`config.mk`:
```
export PLATFORM = sky130hd
export DESIGN_NAME = flip_writer
export DESIGN_NICKNAME = d
export VERILOG_FILES = /design/src/rtl/flip_writer.sv
export SDC_FILE = /design/constraint.sdc
export NUM_CORES = 1
export LEC_CHECK = 0
export BUFFER_PORTS_ARGS = -buffer_cell sky130_fd_sc_hd__buf_4
export CAP_MARGIN = 10
export CORE_UTILIZATION = 45
export CTS_BUF_LIST = sky130_fd_sc_hd__clkbuf_4
export CTS_CLUSTER_SIZE = 25
export DETAILED_ROUTE_END_ITERATION = 8
export MAX_ROUTING_LAYER = met4
export PLACE_DENSITY = 0.71
export RECOVER_POWER = 100
export SYNTH_ARGS = -nofsm -noshare
export SYNTH_HDL_FRONTEND = slang
export SYNTH_SLANG_ARGS = --single-unit
```
`constraint.sdc`:
```
create_clock -name clk -period 2.07 [get_ports clk]
set_input_delay 0.207 -clock clk [delete_from_list [all_inputs] [get_ports clk]]
set_output_delay 0.207 -clock clk [all_outputs]
set_load 0.02 [all_outputs]
```
`src/rtl/flip_writer.sv`:
```
// Walks a ray from a placed stone and writes the mover's colour over each flipped cell.
// Optional FLIP_BOUNDS_CHECK_EN aborts the ray (err with done) when it leaves the board.
module flip_writer #(
  parameter int BOARD_DIM = 8
) (
  input  logic       clk,
  input  logic       rst_n,
  input  logic       start_valid,
  output logic       start_ready,
  input  logic [7:0] origin,
  input  logic [2:0] dir,
  input  logic [2:0] count,
  input  logic       color,
  output logic       wr_valid,
  input  logic       wr_ready,
  output logic [7:0] wr_addr,
  output logic [1:0] wr_data,
  output logic       busy,
  output logic       done,
  output logic       err
);

  typedef enum logic [1:0] {
    IDLE,
    WRITE,
    DONE
  } state_t;

  localparam logic [4:0] DIM = 5'(BOARD_DIM);

  state_t     state_q, state_d;
  logic [2:0] dir_q, dir_d;
  logic [2:0] rem_q, rem_d;
  logic [7:0] cur_q, cur_d;
  logic       color_q, color_d;
  logic       err_q, err_d;
  logic       oob;

  // y lives in the high nibble, so negative steps are two's-complement bytes
  function automatic logic [7:0] step(input logic [2:0] d);
    logic [7:0] s;
    s = 8'h00;
    unique case (d)
      3'd0: s = 8'h01;
      3'd1: s = 8'h11;
      3'd2: s = 8'h10;
      3'd3: s = 8'h0f;
      3'd4: s = 8'hff;
      3'd5: s = 8'hef;
      3'd6: s = 8'hf0;
      3'd7: s = 8'hf1;
    endcase
    return s;
  endfunction

`ifdef FLIP_BOUNDS_CHECK_EN
  assign oob = ({1'b0, cur_q[3:0]} >= DIM)
            || ({1'b0, cur_q[7:4]} >= DIM);
  assign err = (state_q == DONE) && err_q;
`else
  logic unused_cfg;
  assign oob        = 1'b0;
  assign err        = 1'b0;
  assign unused_cfg = ^{DIM, err_q};
`endif

  always_ff @(posedge clk or negedge rst_n) begin
    if (!rst_n) begin
      state_q <= IDLE;
      dir_q   <= '0;
      rem_q   <= '0;
      cur_q   <= '0;
      color_q <= 1'b0;
      err_q   <= 1'b0;
    end else begin
      state_q <= state_d;
      dir_q   <= dir_d;
      rem_q   <= rem_d;
      cur_q   <= cur_d;
      color_q <= color_d;
      err_q   <= err_d;
    end
  end

  always_comb begin
    state_d = state_q;
    dir_d   = dir_q;
    rem_d   = rem_q;
    cur_d   = cur_q;
    color_d = color_q;
    err_d   = err_q;
    unique case (state_q)
      IDLE: begin
        if (start_valid) begin
          dir_d   = dir;
          color_d = color;
          rem_d   = count;
          cur_d   = origin + step(dir);
          err_d   = 1'b0;
          state_d = (count != 3'd0) ? WRITE : DONE;
        end
      end
      WRITE: begin
        if (oob) begin
          err_d   = 1'b1;
          state_d = DONE;
        end else if (wr_ready) begin
          rem_d = rem_q - 3'd1;
          cur_d = cur_q + step(dir_q);
          if (rem_q == 3'd1) state_d = DONE;
        end
      end
      DONE: begin
        err_d   = 1'b0;
        state_d = IDLE;
      end
      default: state_d = IDLE;
    endcase
  end

  assign start_ready = (state_q == IDLE);
  assign busy        = (state_q != IDLE);
  assign done        = (state_q == DONE);
  assign wr_valid    = (state_q == WRITE) && !oob;
  assign wr_addr     = cur_q;
  assign wr_data     = color_q ? 2'b10 : 2'b01;

endmodule

```
==> run_results.csv <==
group,metric,value,unit
status,status,"finished with violations",
status,violations,"setup timing",
worst_hold_path,worstHoldStart,"color",
setup_path,worstPathCellList,"ha_2, mux2_4, ha_1, a21oi_4, buf_4, o2111ai_1, xor2_1, o22ai_1, a21oi_1",
layout,drive_gt1_share,26.5,%
timing,rsz0062_at_grt,"true",
grt,first_global_vias,1365,
synthesis,syn-cell-area,1570,um2
layout,layout_common_cells,"buf_4 (37), nand2_1 (21), ha_1 (18), inv_1 (16), dfrtp_1 (16)",
floorplanning,die-height,61.1,um
grt,grt_overflow,0,
synthesis,synth_fp_nets,231,
timing,timing.final.ws_setup,-161,ps
power,p_per_area,1830,nW/um2
synthesis,synth_seq_cells,17,
layout,fillCellCount,340,
detailed_routing,first_pass_iters,4,
floorplanning,initial_utilization,47.2,%
floorplanning,ios,34,
layout,final_util,62.7,%
setup_path,r2r-start,"dir_q[0]",
clock_network,htree_num_levels,1,
worst_hold_path,hold_path_end,"color_q",
clock_network,clk_path_buf_depth,2,
detailed_routing,via_per_inst,5.21,
placed_design,dp_hpwl,2900,um
detailed_routing,drt_iter0_markers,68,
timing,hold_ws,128,ps
worst_hold_path,holdPathStages,3,
clock_network,cts_buffers,3,
layout,final_common_cell,"buf_4",
setup_path,path_class,"flip-flop to flip-flop",
setup_path,crit_fanout,4,
synthesis,ys_warn_count,0,
clock_network,cts_sinks,17,
setup_path,r2r_end,"wr_addr[5]",
synthesis,async_reset_ff_share,100,%
clock_network,clk_latency,300,ps
setup_path,startpoint_type,"flip-flop",
floorplanning,dieArea,3740,um2
timing,drv_slew,0,
detailed_routing,final_antenna_net_count,0,
placed_design,place_congestion,0.826,
detailed_routing,num_vias,1481,
timing,finClkSkew,1.47,ps
setup_path,cp.arrival,2400,ps
detailed_routing,drt-wirelength-per-cell,13.1,um
timing,slew_headroom,32.8,%
setup_path,critPathMaxStageDelay,420,ps
setup_path,r2r_setup_slack,-160,ps
setup_path,path_delay_family,"compound AO/OA/AOI/OAI gates",
floorplanning,rows,21,
timing,max_freq,448,MHz
synthesis,syn_inst,188,
flow_run,maxCapViolCount,0,
grt,antenna_found_initial,0,
timing,finalHoldViolCount,0,
floorplanning,core,3340,um2
layout,nets,282,
detailed_routing,routed_wl,3730,um
setup_path,crit_slowest_cell,"dfrtp_1",
grt,grt_max_degree,18,
floorplanning,die_w,61.1,um
setup_path,r2r_cells,9,
placed_design,portBuffers,32,
timing,min_period,2230,ps
timing,setup_violations,5,
synthesis,synth-edff-count,0,
layout,num_antenna_cells,0,
detailed_routing,drc,0,
setup_path,required,2240,ps
timing,fin_crit_sh,108,%
layout,syn_to_final_growth,32.9,%
clock_network,cts_root_buffer,"clkbuf_4",
timing,worst_pin_slew,1010,ps
setup_path,setup.worst_path.end_class,"flip-flop",
grt,grt_pass1_wl,6000,um
worst_hold_path,hp-class,"primary input to flip-flop",
synthesis,seq_area_frac_synth,27.0,%
power,p_leak,0.000969,uW
synthesis,synthFlopType,"dfrtp_1",
setup_path,critical_path.n_buffers_inverters,1,
timing,fin_tns_setup,-647,ps
synthesis,synth_area_per_cell,8.37,um2
power,ir_drop,0.000559,V
clock_network,cts_tree,"done",
clock_network,cts.clk_slew.worst_paths,110,ps
grt,track_usage,22.4,%
synthesis,synth_cell_types,39,
tightest hold or removal path, delay by kind of cell:
family,cells,cell delay [ps]
buf+inv,1,80
compound gates,1,70
simple gates,1,40
stage by stage:
| step | instance area, um2 | setup WS [ps] | instances | total power [uW] |
|---|---|---|---|---|
| after detailed placement | 2010 | -276 | 277 | 3340 |
| after floorplan | 1620 | -16.6 | 188 | 2500 |
| after CTS | 2080 | -170 | 284 | 3660 |
| after global placement | 2010 | -198 | 277 | 3270 |
| final | 2090 | -161 | 284 | 3830 |
| after global routing | 2090 | -250 | 284 | 4210 |
repair_timing:
item	in CTS	in global routing
resized for setup	7	10
pin swaps	8	5
setup buffers	2	0
hold endpoints to repair	17	0
hold buffers	1	0
setup endpoints to repair	5	6
cells in the mapped netlist (all sizes together), types with 2 or more instances:
cell     number  area [um2]
a2111oi       2        18.8
a211oi        4        30.0
a21o          3        22.5
a21oi        10        53.8
a31oi         3        18.8
buf           7        42.5
dfrtp        17         425
fa            2        40.0
ha           22         275
inv          17        63.8
mux2          3        33.8
mux2i         3        30.0
nand2        21        78.8
nand2b        4        25.0
nand3         6        30.0
nor2         14        52.6
nor3          6        30.0
o2111ai       3        26.3
o211ai        2        15.0
o21ai        15        75.1
o21bai        2        15.0
or3           2        12.5
xnor2         3        26.3
xor2          5        43.8
logic make-up after synthesis:
family / after synthesis / synth area share, %
mux: 6 / 4.05
flops: 17 / 27.0
other cells: 1 / 0.238
compound gates: 49 / 20.1
xor+xnor: 8 / 4.45
fa+ha+maj: 24 / 20.0
simple gates: 59 / 17.3
buf+inv: 24 / 6.76
cell type report:
cell class	count	area, um2	share of cell area [%]
multi-input combinational	147	1160	55.6
inverter	17	63.8	3.05
tap	46	57.6	2.75
sequential	17	427	20.4
timing repair buffer	53	352	16.8
clock buffer	4	30.0	1.44
state kept, by name, summed over array words and instances, names as in the netlist:
name and cells:
state_q 2, dir_q 3, wr_addr 8, rem_q 3, color_q 1
routing by layer:
layer / share of wire [%] / up-vias / routed length [um] / track usage, %
met1: 47 / 692 / 1750 / 29.2
met5: 0 / - / 0 / -
met2: 50 / 23 / 1860 / 36.5
met4: 1.3 / 0 / 47 / 7.47
li1: - / 761 / - / -
met3: 2.0 / 5 / 73 / 1.89
report_power, final:
part / internal, uW / switching (uW) / total, uW
sequential: 511 / 170 / 681
clock: 88.3 / 117 / 206
combinational: 1310 / 1630 / 2940
total: 1910 / 1920 / 3830
worst max-delay path by stage:
stage               startpoint    endpoint  slack, ps  depth (start not counted)
detailed placement      dir[1]  wr_addr[7]       -280                         10
global placement        dir[1]  wr_addr[7]       -200                         10
CTS                   dir_q[0]  wr_addr[6]       -170                          8
floorplan             dir_q[0]  wr_addr[7]        -20                          8
global route          dir_q[0]  wr_addr[6]       -250                          8
finish                dir_q[0]  wr_addr[5]       -160                          9
(Power assumes the default switching activity.)
